File: config.mk
export PLATFORM = sky130hd
export DESIGN_NAME = io_bus_cycle_ctrl
export DESIGN_NICKNAME = d
export VERILOG_FILES = /design/src/rtl/io_bus_pkg.sv /design/src/rtl/io_rr_arb2.sv /design/src/rtl/io_bus_cycle_ctrl.sv
export SDC_FILE = /design/constraint.sdc
export NUM_CORES = 1
export LEC_CHECK = 0
export BUFFER_PORTS_ARGS = -buffer_cell sky130_fd_sc_hd__clkbuf_2
export CORE_MARGIN = 10
export CORE_UTILIZATION = 40
export DETAILED_ROUTE_END_ITERATION = 7
export PLACE_DENSITY = 0.73
export SKIP_CTS_REPAIR_TIMING = 1
export SLEW_MARGIN = 5
export SYNTH_ARGS = -nofsm -noshare
export SYNTH_HDL_FRONTEND = slang
export SYNTH_SLANG_ARGS = --single-unit
File: constraint.sdc
create_clock -name Clk -period 1.81 [get_ports Clk]
set_input_delay 0.2715 -clock Clk [delete_from_list [all_inputs] [get_ports Clk]]
set_output_delay 0.2715 -clock Clk [all_outputs]
set_load 0.02 [all_outputs]
File: src/rtl/io_bus_pkg.sv
// Shared types for the I/O bus-cycle sequencer: FSM states, counter width
// and requester port encodings.
package io_bus_pkg;

  localparam int CNT_W = 4;

  typedef enum logic [1:0] {
    IDLE   = 2'd0,
    SETUP  = 2'd1,
    STROBE = 2'd2,
    HOLD   = 2'd3
  } state_e;

  typedef enum logic {
    PORT0 = 1'b0,
    PORT1 = 1'b1
  } port_e;

endpackage

File: src/rtl/io_rr_arb2.sv
// Two-request round-robin arbiter. The last-served pointer advances only when
// the sequencer accepts the current grant.
module io_rr_arb2
  import io_bus_pkg::*;
(
  input  logic       clk,
  input  logic       rst_n,
  input  logic [1:0] req,
  input  logic       accept,
  output port_e      grant,
  output logic       valid
);

  port_e last;

  // NOTE: every always_comb output gets a default first so no path leaves it
  // unassigned, which would otherwise infer a latch.
  always_comb begin
    grant = PORT0;
    valid = |req;
    if (req == 2'b11) begin
      grant = (last == PORT0) ? PORT1 : PORT0;
    end else if (req[1]) begin
      grant = PORT1;
    end
  end

  // Reset value claims port 1 was served last, so port 0 wins the first tie.
  // NOTE: sequential state uses non-blocking assignments so every register
  // samples pre-edge values regardless of statement order.
  always_ff @(posedge clk or negedge rst_n) begin
    if (!rst_n) begin
      last <= PORT1;
    end else if (accept && valid) begin
      last <= grant;
    end
  end

endmodule

File: src/rtl/io_bus_cycle_ctrl.sv
// Bus-cycle sequencer with two-port round-robin arbitration producing
// active-low CS/RD/WR strobes. Optional IO_READY_WAIT_EN adds a Ready stall.
module io_bus_cycle_ctrl
  import io_bus_pkg::*;
#(
  parameter int ADDR_W     = 8,
  parameter int DATA_W     = 8,
  parameter int SETUP_CYC  = 1,
  parameter int STROBE_CYC = 2,
  parameter int HOLD_CYC   = 1
) (
  input  logic              Clk,
  input  logic              Rst_n,
  input  logic              Req0,
  input  logic              Req1,
  input  logic              We0,
  input  logic              We1,
  input  logic [ADDR_W-1:0] Addr0,
  input  logic [ADDR_W-1:0] Addr1,
  input  logic [DATA_W-1:0] WData0,
  input  logic [DATA_W-1:0] WData1,
  output logic              Ack0,
  output logic              Ack1,
  output logic [DATA_W-1:0] RData,
  output logic [ADDR_W-1:0] Bus_Addr,
  output logic [DATA_W-1:0] Bus_WData,
  input  logic [DATA_W-1:0] Bus_RData,
`ifdef IO_READY_WAIT_EN
  input  logic              Ready,
`endif
  output logic              Bus_Drive,
  output logic              Enable,
  output logic              CS_Out,
  output logic              RD_Out,
  output logic              WR_Out
);

  localparam logic [CNT_W-1:0] SETUP_LD  = CNT_W'(SETUP_CYC - 1);
  localparam logic [CNT_W-1:0] STROBE_LD = CNT_W'(STROBE_CYC - 1);
  localparam logic [CNT_W-1:0] HOLD_LD   = CNT_W'(HOLD_CYC - 1);

  state_e           state, state_nxt;
  logic [CNT_W-1:0] cnt, cnt_nxt;
  port_e            cur_port;
  logic             cur_we;
  logic             accept;
  logic             strobe_done;
  logic             last_cycle;
  port_e            grant;
  logic             grant_valid;

  io_rr_arb2 u_arb (
    .clk    (Clk),
    .rst_n  (Rst_n),
    .req    ({Req1, Req0}),
    .accept (accept),
    .grant  (grant),
    .valid  (grant_valid)
  );

`ifdef IO_READY_WAIT_EN
  assign strobe_done = (cnt == '0) && Ready;
`else
  assign strobe_done = (cnt == '0);
`endif

  always_comb begin
    state_nxt = state;
    cnt_nxt   = cnt;
    accept    = 1'b0;
    case (state)
      IDLE: begin
        if (grant_valid) begin
          state_nxt = SETUP;
          cnt_nxt   = SETUP_LD;
          accept    = 1'b1;
        end
      end
      SETUP: begin
        if (cnt == '0) begin
          state_nxt = STROBE;
          cnt_nxt   = STROBE_LD;
        end else begin
          cnt_nxt = cnt - CNT_W'(1);
        end
      end
      STROBE: begin
        // Counter parks at zero while a stalled peripheral holds Ready low.
        if (strobe_done) begin
          state_nxt = HOLD;
          cnt_nxt   = HOLD_LD;
        end else if (cnt != '0) begin
          cnt_nxt = cnt - CNT_W'(1);
        end
      end
      HOLD: begin
        if (cnt == '0) begin
          state_nxt = IDLE;
        end else begin
          cnt_nxt = cnt - CNT_W'(1);
        end
      end
      default: state_nxt = IDLE;
    endcase
  end

  // Strobes decode from registered state only, so reset forces them inactive
  // asynchronously and Req never reaches them combinationally.
  always_comb begin
    last_cycle = (state == HOLD) && (cnt == '0);
    CS_Out     = (state == IDLE);
    Enable     = (state != IDLE);
    Bus_Drive  = (state != IDLE) && cur_we;
    RD_Out     = !((state == STROBE) && !cur_we);
    WR_Out     = !((state == STROBE) && cur_we);
    Ack0       = last_cycle && (cur_port == PORT0);
    Ack1       = last_cycle && (cur_port == PORT1);
  end

  always_ff @(posedge Clk or negedge Rst_n) begin
    if (!Rst_n) begin
      state     <= IDLE;
      cnt       <= '0;
      cur_port  <= PORT0;
      cur_we    <= 1'b0;
      Bus_Addr  <= '0;
      Bus_WData <= '0;
      RData     <= '0;
    end else begin
      state <= state_nxt;
      cnt   <= cnt_nxt;
      if (accept) begin
        cur_port  <= grant;
        cur_we    <= (grant == PORT1) ? We1    : We0;
        Bus_Addr  <= (grant == PORT1) ? Addr1  : Addr0;
        Bus_WData <= (grant == PORT1) ? WData1 : WData0;
      end
      if ((state == STROBE) && strobe_done && !cur_we) begin
        RData <= Bus_RData;
      end
    end
  end

endmodule

==> summary.md, run 1 <==
| Metric | Value |
|---|---|
| Fin util | 0.571 |
| Clk buf depth | 2 |
| Largest stage delay, worst path | slightly above 0.4 ns |
| Async set-reset flop share out of synthesis | 1.00 |
| Peak supply drop | 786 uV |
| Max Clk Rate | 543 MHz |
| Worst path slowest cell | dfrtp_1 |
| Worst Path Buf+Inv | 2 |
| Outcome | finished, violations left |
| Via-per-instance ratio | 4.67 |
| CORE AREA | slightly below 4000 um2 |
| Worst Tran Pin Value | 0.425 ns |
| CP arrival | approximately 1.6 ns |
| Diode count | 0 |
| Syn nets | 195 |
| Sequential share of the synthesized area | 0.512 |
| Gpl congestion | roughly 0.73 |
| Layout cells sized above 1 | 0.485 |
| Total grt overflow | 0 |
| Number of max-cap violations | 0 |
| Yosys top cell by area | dfrtp_1 |
| DR vias | between 1000 and 1500 |
| DP HPWL | roughly 3300 um |
| Drc violations | 0 |
| Final Hold Violating Endpoints | 0 |
| Crit-path cells | inv_2 -> ha_1 -> nor3b_4 -> nand2_1 -> nor2_1 -> buf_4 |
| EDFF count, synth | 0 |
| Top FF cell, synth | dfrtp_1 |
| Final worst path period need | 1.84 ns |
| Largest net degree at the start of global routing | 36 |
| Area of the multi-input gates | 742 um2 |
| Top Family by Delay on Critical Path | simple AND/OR/NAND/NOR gates |
| First-pass GRT wire length | approximately 7000 um |
| I/O pin total | 77 |
| Failing checks | negative setup slack |
| Fillers | approximately 360 |
| Initial antenna violation count | 0 |
| Worst hold path type | input port to asynchronous set/reset pin |
| Reg area | 827 um2 |
| Port Buffers | 76 |
| Worst Clk Skew | 0.00439 ns |
| DRT Wirelength | approximately 4000 um |
| Slew headroom | 0.717 |
| Crit share post-route | 1.02 |
| Die width | 83.5 um |
| Worst path depth | 6 |
| Pwr/cell area | 1800 nW/um2 |
| Synthesized area | approximately 1600 um2 |
| Initial drt markers | 35 |
| Leak | 1.18 nW |
| GRT Resource Usage Total | 0.116 |
| Number of synthesized register bits | 33 |
| Netlist cell types | 35 |
| CTS root buf | clkbuf_8 |
| Final Setup Violations | 2 |
| Yosys top cell area share | 0.496 |
| Sink Count | 33 |
| Cells on worst reg2reg path | 6 |
| Number of buffers created by CTS | 5 |
| FP Rows | 23 |
| Final WS setup | -0.0307 ns |
| TritonCTS clock tree | yes |
| Overall Power | 4.06 mW |
| Wire per inst | 14.0 um |
| DIE HEIGHT | 83.5 um |
| Post-DRT Antenna Nets | 0 |
| Die Area | 6980 um2 |
| Initial DRT Pass Iterations | 4 |
| Syn avg cell area | ~11 um2 |
| Reg clk slew, reported paths | ~0.060 ns |
| Cell count after synthesis | 143 |
| Slew Viols, Final | 0 |
| Synth top area cells | dfrtp_1 (50%), mux2i_1 (11%), mux2_2 (6.3%) |
| WP data required | 1.54 ns |
| YS warnings | 0 |
| Crit path launch type | flop |
| Initial cell density of the core | 0.409 |
| Number of nets in the layout | 288 |
| Critical Path End Type | output port |
| Vias in the first global route | around 1500 |
| # H-tree levels | 2 |
| Crit-path max FO | 7 |
| RSZ-0062 raised after global routing | yes |
| Layout Area Growth over Synthesis | 39.5% |
| Setup CP Type | flop to output port |
| Clock latency on the worst-skew pair | 0.27 ns |
-- metrics by stage --
step | std cells | setup WS, ns | hold WS [ns] | cell area [um2] | setup TNS [ns]
CTS | 279 | -0.222 | 0.0299 | 2190 | -0.415
global route | 287 | -0.129 | 0.0479 | 2250 | -0.251
global placement | 271 | 0.129 | 0.320 | 2100 | 0
detailed placement | 271 | 0.0749 | 0.328 | 2100 | 0
floorplan | 143 | 0.0638 | -0.0241 | 1610 | 0
finish | 287 | -0.0307 | 0.0199 | 2250 | -0.0325
-- cell usage in the layout (no fill, tap or decap), types with 2 or more instances in the layout --
cell	instances
nand2b_1	3
buf_4	17
clkbuf_8	5
clkbuf_1	2
inv_2	2
dfrtp_1	32
nor3_1	2
mux2_2	9
a21oi_1	2
nand2_1	20
mux2i_1	17
o21ai_0	17
clkbuf_2	74
nor2_1	2
ha_1	6
inv_1	3
-- area by class of cell --
cell class | count | area share
timing repair buffer | 92 | 0.230
inverter | 5 | 0.00833
tap | 50 | 0.0278
sequential | 33 | 0.367
clock inverter | 1 | 0.00333
multi-input combinational | 99 | 0.329
clock buffer | 7 | 0.0339
-- path summary, 6_finish.rpt --
path | from | slack, ns | endpoint
min in group Clk | Bus_RData[1] | 0.23 | RData[1]$_DFFE_PN0P_
hold / removal | Rst_n | 0.02 | cnt[2]$_DFFE_PN0P_
max in group asynchronous | Rst_n | 1.46 | u_arb.last$_DFFE_PN1P_
hold reg to reg | Bus_Addr[3]$_DFFE_PN0P_ | 0.48 | Bus_Addr[3]$_DFFE_PN0P_
setup reg to reg | cnt[0]$_DFFE_PN0P_ | 0.11 | state[1]$_DFFE_PN0P_
setup / recovery | cnt[0]$_DFFE_PN0P_ | -0.03 | Ack0
-- synthesized netlist by cell type (2+ instances only) --
cell      count
inv_1         5
dfrtp_1      32
o21ai_1       2
nor3_1        2
ha_1          6
nand2_1      20
a21oi_1       2
clkbuf_1      4
o21ai_0      17
mux2_2        9
mux2i_1      17
nand2b_1      3
nor2_1        2
-- logic make-up after synthesis --
group	synth area share
compound gates	0.112
xor+xnor	0.00543
fa+ha+maj	0.0465
buf+inv	0.0326
flops	0.512
mux	0.168
simple gates	0.122
-- layer usage --
layer  track usage  vias up  routed length (um)
li1              -      688                   -
met1         0.134      591                1790
met2         0.183       58                1810
met3        0.0596        4                 376
met4        0.0365        0                  40
met5             0        -                   0
-- state kept, by name, summed over array words and instances (netlist names) --
register,flops
Bus_Addr,8
Bus_WData,8
RData,8
cnt,4
cur_port,1
cur_we,1
state,2
u_arb.last,1
-- power breakdown --
group          switching [mW]  total (mW)  leakage, nW  internal [mW]
Combinational            1.22        2.21        0.742          0.992
Clock                   0.244       0.515       0.0385          0.272
Sequential              0.226        1.33        0.403           1.11
Note: power is estimated with default switching activity, not from simulation.
==> run 2, diff against run 1 <==
--- a/config.mk
+++ b/config.mk
@@ -6,10 +6,12 @@
 export NUM_CORES = 1
 export LEC_CHECK = 0
 export BUFFER_PORTS_ARGS = -buffer_cell sky130_fd_sc_hd__clkbuf_2
-export CORE_MARGIN = 10
+export CORE_MARGIN = 4
 export CORE_UTILIZATION = 40
 export DETAILED_ROUTE_END_ITERATION = 7
+export GPL_TIMING_DRIVEN = 0
 export PLACE_DENSITY = 0.73
+export REMOVE_ABC_BUFFERS = 1
 export SKIP_CTS_REPAIR_TIMING = 1
 export SLEW_MARGIN = 5
 export SYNTH_ARGS = -nofsm -noshare
==> summary.md, run 2 (same netlist as run 1, synthesis figures left out) <==
| Metric | Value |
|---|---|
| Initial DRT Pass Iterations | 4 (unchanged) |
| DR vias | 1329 (-0.89%) |
| TritonCTS clock tree | yes |
| Diode count | 0 (unchanged) |
| Setup TNS | -0.202 ns (-0.169 ns) |
| GRT Resource Usage Total | 0.144 (+0.0279) |
| Sink Count | 33 (unchanged) |
| Final Setup Violations | 2 (unchanged) |
| DP HPWL | 2790 um (-15%) |
| WP data required | 1.54 ns (about the same) |
| Worst Tran Pin Value | 0.810 ns (+0.386 ns) |
| Initial drt markers | 44 (+26%) |
| Outcome | finished, violations left |
| Worst flop-to-flop path startpoint | cnt[0]$_DFFE_PN0P_ |
| Top Family by Delay on Critical Path | simple AND/OR/NAND/NOR gates |
| Final worst path period need | 1.92 ns (+0.0796 ns) |
| Clk buf depth | 2 (unchanged) |
| Layout cells sized above 1 | 0.496 (+0.0104) |
| Fin area | 2310 um2 (+2.5%) |
| Critical Path End Type | output port |
| Worst Path Buf+Inv | 2 (unchanged) |
| Overall Power | 4.37 mW (+7.7%) |
| Wire per inst | 13.3 um (-4.8%) |
| Post-DRT Antenna Nets | 0 (unchanged) |
| Number of buffers created by CTS | 5 (unchanged) |
| Commonest cells after routing, fill and taps aside | clkbuf_2 (74), dfrtp_1 (32), nand2_1 (20), mux2i_1 (17), o21ai_0 (17) |
| Slew Viols, Final | 0 (unchanged) |
| Largest net degree at the start of global routing | 34 (-5.6%) |
| Initial antenna violation count | 0 (unchanged) |
| Failing checks | negative setup slack |
| Number of nets in the layout | 281 (-2.4%) |
| Pwr/cell area | 1890 nW/um2 (+5.1%) |
| DRT Wirelength | 3700 um (-7.8%) |
| Peak supply drop | 842 uV (+7.2%) |
| Initial cell density of the core | 0.428 (+0.0186) |
| Worst path slowest cell | dfrtp_1 |
| Crit-path cells | inv_2 -> ha_4 -> nor3b_4 -> nand2_1 -> nor2_1 -> buf_4 |
| Clock latency on the worst-skew pair | 0.28 ns (about the same) |
| CTS root buf | clkbuf_8 |
| Max Clk Rate | 521 MHz (-4.1%) |
| Reg clk slew, reported paths | 0.07 ns (about the same) |
| Flop2flop setup slack | 0.09 ns (-0.02 ns) |
| Fin util | 0.612 (+0.0409) |
| Layout Area Growth over Synthesis | 43.0% |
| Non-Filler Instances | 278 (-3.1%) |
| Die width | 71.5 um (-14%) |
| Worst Clk Skew | 0.00768 ns (+0.00329 ns) |
| Drc violations | 0 (unchanged) |
| Number of max-cap violations | 0 (unchanged) |
| Worst reg2reg endpoint | state[1]$_DFFE_PN0P_ |
| Leak | 1.19 nW (+0.52%) |
| First-pass GRT wire length | 5840 um (-15%) |
| Pre-CTS WS | -0.281 ns (-0.356 ns) |
| Final WS setup | -0.110 ns (-0.0796 ns) |
| Crit-path max FO | 7 (unchanged) |
| CP arrival | 1.65 ns (+0.08 ns) |
| Port Buffers | 76 (unchanged) |
| Largest stage delay, worst path | 0.41 ns (about the same) |
| Final Hold Violating Endpoints | 0 (unchanged) |
| Via-per-instance ratio | 4.78 (+2.3%) |
| I/O pin total | 77 (unchanged) |
| Crit path launch | cnt[0]$_DFFE_PN0P_ |
| Cells on worst reg2reg path | 6 (unchanged) |
| FP Rows | 22 (-4.3%) |
| Crit share post-route | 1.06 (+0.0440) |
| DIE HEIGHT | 71.5 um (-14%) |
| Gpl congestion | 0.766 (+4.9%) |
| CORE AREA | 3770 um2 (-4.3%) |
| Worst path depth | 6 (unchanged) |
| Worst hold path type | input port to asynchronous set/reset pin |
| RSZ-0062 raised after global routing | yes |
| Most common cell after layout, fill and taps aside | clkbuf_2 |
| Top flop regs | Bus_Addr: 8 flops, Bus_WData: 8 flops, RData: 8 flops |
| Placed cell area | 2070 um2 (-1.5%) |
| Crit path launch type | flop |
| Placed insts | 263 (-3.0%) |
| Setup CP Type | flop to output port |
| # H-tree levels | 2 (unchanged) |
| Die Area | 5120 um2 (-27%) |
| Vias in the first global route | 1314 (-12%) |
| Final Hold Slack | 0.0679 ns (+0.0480 ns) |
| Slew headroom | 0.460 (-0.257) |
| Total grt overflow | 0 (unchanged) |
[run 2: report_power, final]
| group | switching (mW) | internal, mW |
|---|---|---|
| clock network | 0.255 | 0.448 |
| registers | 0.234 | 1.11 |
| logic | 1.26 | 1.07 |
[run 2: worst max-delay path by stage]
stage / slack, ns / endpoint
after floorplan: -0.32 / Bus_Addr[0]$_DFFE_PN0P_
after detailed placement: -0.28 / state[1]$_DFFE_PN0P_
final: -0.11 / Ack0
after global placement: -0.79 / Bus_Addr[6]$_DFFE_PN0P_
after CTS: -0.31 / state[1]$_DFFE_PN0P_
after global routing: -0.25 / Ack0
[run 2: metal layers]
metal / wire [um] / track usage
met5: 0 / 0
met3: 413 / 0.0561
met4: 24 / 0.0438
met1: 1560 / 0.187
met2: 1710 / 0.223
[run 2: layout make-up]
cell class / instances / area [um2]
clock buffers: 7 / 86.3
clock inverters: 1 / 30.0
fillers: 315 / 1460
inverters: 5 / 18.8
multi-input cells: 99 / 802
flip-flops and latches: 33 / 827
well taps: 48 / 60.1
repair buffers: 85 / 484
==> run 3, diff against run 2 <==
--- a/config.mk
+++ b/config.mk
@@ -12,6 +12,7 @@
 export GPL_TIMING_DRIVEN = 0
 export PLACE_DENSITY = 0.73
 export REMOVE_ABC_BUFFERS = 1
+export SETUP_SLACK_MARGIN = 0.2
 export SKIP_CTS_REPAIR_TIMING = 1
 export SLEW_MARGIN = 5
 export SYNTH_ARGS = -nofsm -noshare
==> summary.md, run 3 (same netlist as run 1, synthesis figures left out) <==
| Metric | Value |
|---|---|
| Outcome | finished, violations left |
| Failing checks | negative setup slack |
| Peak supply drop | 906 uV (+7.6%) |
| Placed cell area | 2070 um2 (unchanged) |
| Final worst path period need | 1.88 ns (-0.0412 ns) |
| Clock power share | 0.147 (-0.014) |
| GRT Resource Usage Total | 0.144 (unchanged) |
| Leak | 1.28 nW (+8.0%) |
| Top flop regs | Bus_Addr: 8 flops, Bus_WData: 8 flops, RData: 8 flops |
| DIE HEIGHT | 71.5 um (unchanged) |
| Critical Path End Type | output port |
| Placed insts | 263 (unchanged) |
| Design internal power | 2.91 mW (+11%) |
| Commonest cells after routing, fill and taps aside | clkbuf_2 (72), dfrtp_1 (31), nand2_1 (20), mux2i_1 (17), o21ai_0 (16) |
| Number of nets in the layout | 291 (+3.6%) |
| Crit path launch type | flop |
| Final Hold Violating Endpoints | 0 (unchanged) |
| CORE AREA | 3770 um2 (unchanged) |
| Crit-path max FO | 7 (unchanged) |
| CTS root buf | clkbuf_8 |
| Final Hold Slack | 0.0675 ns (-0.000467 ns) |
| Initial drt markers | 32 (-27%) |
| Non-Filler Instances | 288 (+3.6%) |
| Sink Count | 33 (unchanged) |
| Fillers | 286 (-9.2%) |
| Via-per-instance ratio | 4.81 (+0.52%) |
| Worst Clk Skew | 0.00755 ns (-0.000134 ns) |
| Reg area | 828 um2 (+0.15%) |
| Final Setup Violations | 2 (unchanged) |
| CP arrival | 1.61 ns (-0.04 ns) |
| Psw | 1.90 mW (+8.5%) |
| Reg clk slew, reported paths | 0.07 ns (about the same) |
| Post-DRT Antenna Nets | 0 (unchanged) |
| Wire per inst | 14.2 um (+6.7%) |
| Slew Viols, Final | 0 (unchanged) |
| Fin area | 2470 um2 (+6.9%) |
| Switching Share | 0.394 (-0.00586) |
| Largest net degree at the start of global routing | 34 (unchanged) |
| # H-tree levels | 2 (unchanged) |
| Clock latency on the worst-skew pair | 0.28 ns (about the same) |
| DR vias | 1384 (+4.1%) |
| Fin util | 0.655 (+0.0425) |
| Die Area | 5120 um2 (unchanged) |
| Worst hold path type | input port to asynchronous set/reset pin |
| Pwr/cell area | 1950 nW/um2 (+3.0%) |
| Slew headroom | 0.458 (-0.00231) |
| RSZ-0062 raised after global routing | yes |
| DP HPWL | 2790 um (unchanged) |
| WP data required | 1.54 ns (about the same) |
| TritonCTS clock tree | yes |
| Clk buf depth | 2 (unchanged) |
| Final WS setup | -0.0691 ns (+0.0412 ns) |
| Pre-CTS WS | -0.281 ns (unchanged) |
| Layout cells sized above 1 | 0.546 (+0.0502) |
| DRT Wirelength | 4090 um (+11%) |
| Total grt overflow | 0 (unchanged) |
| Initial antenna violation count | 0 (unchanged) |
| Overall Power | 4.81 mW (+10%) |
| Vias in the first global route | 1314 (unchanged) |
| Crit share post-route | 1.04 (-0.0228) |
| Layout Area Growth over Synthesis | 52.9% |
| Largest stage delay, worst path | 0.43 ns (+0.02 ns) |
| Diode count | 0 (unchanged) |
| Sequential Power Share | 0.283 (-0.024) |
| I/O pin total | 77 (unchanged) |
| Most common cell after layout, fill and taps aside | clkbuf_2 |
| Initial cell density of the core | 0.428 (unchanged) |
| Area of the multi-input gates | 862 um2 (+7.5%) |
| Setup CP Type | flop to output port |
| Drc violations | 0 (unchanged) |
| Gpl congestion | 0.766 (unchanged) |
| Worst Tran Pin Value | 0.814 ns (+0.00346 ns) |
| Port Buffers | 76 (unchanged) |
| Initial DRT Pass Iterations | 4 (unchanged) |
| Crit-path cells | inv_2 -> ha_4 -> nor3b_4 -> nand2_1 -> nor2_1 -> buf_4 |
| FP Rows | 22 (unchanged) |
| Die width | 71.5 um (unchanged) |
| Setup TNS | -0.129 ns (+0.0729 ns) |
| First-pass GRT wire length | 5840 um (unchanged) |
| Number of buffers created by CTS | 5 (unchanged) |
| Number of max-cap violations | 0 (unchanged) |
| Worst path slowest cell | dfrtp_1 |
| Max Clk Rate | 532 MHz (+2.2%) |
| Comb pwr share | 0.570 (+0.038) |
[run 3: cell count changes in the layout (fill, tap and decap cells not counted), moves of 5 or more]
cell,delta
mux2_2,-7
mux2_4,+7
buf_4,+7
buf_6,+5
[run 3: per-layer routing]
metal  wire, um  vias to the layer above  track usage
met1       1670                      623        0.187
li1           -                      694            -
met2       1990                       65        0.223
met3        409                        2       0.0561
met4         24                        0       0.0438
met5          0                        -            0
[run 3: critical path, delay by kind of cell, from the launching register on]
| family | cells | cell delay [ns] |
|---|---|---|
| fa+ha+maj | 1 | 0.12 |
| buf+inv | 2 | 0.26 |
| flops | 1 | 0.43 |
| simple gates | 3 | 0.51 |
[run 3: final timing paths]
path	start	end	slack, ns	cells after the start
worst min-delay path	Rst_n	cnt[2]$_DFFE_PN0P_	0.07	1
worst max register to register	cnt[0]$_DFFE_PN0P_	RData[7]$_DFFE_PN0P_	0.02	6
worst min register to register	Bus_Addr[6]$_DFFE_PN0P_	Bus_Addr[6]$_DFFE_PN0P_	0.48	2
worst max-delay path	cnt[0]$_DFFE_PN0P_	Ack0	-0.07	6
max in group asynchronous	Rst_n	state[1]$_DFFE_PN0P_	1.17	1
min in group Clk	Bus_RData[2]	RData[2]$_DFFE_PN0P_	0.23	2
[run 3: area by class of cell]
type / count / area share
multi-input cells: 99 / 0.349
flip-flops and latches: 33 / 0.336
repair buffers: 95 / 0.236
clock buffers: 7 / 0.0350
well taps: 48 / 0.0243
clock inverters: 1 / 0.0122
inverters: 5 / 0.00760
[run 3: power by group through the flow]
stage	registers [mW]	logic [mW]	clock network, mW
floorplan	1.64	1.03	0
global placement	1.34	1.90	0
detailed placement	1.34	2.04	0
CTS	1.34	2.03	0.726
global route	1.41	2.96	0.761
finish	1.36	2.74	0.707
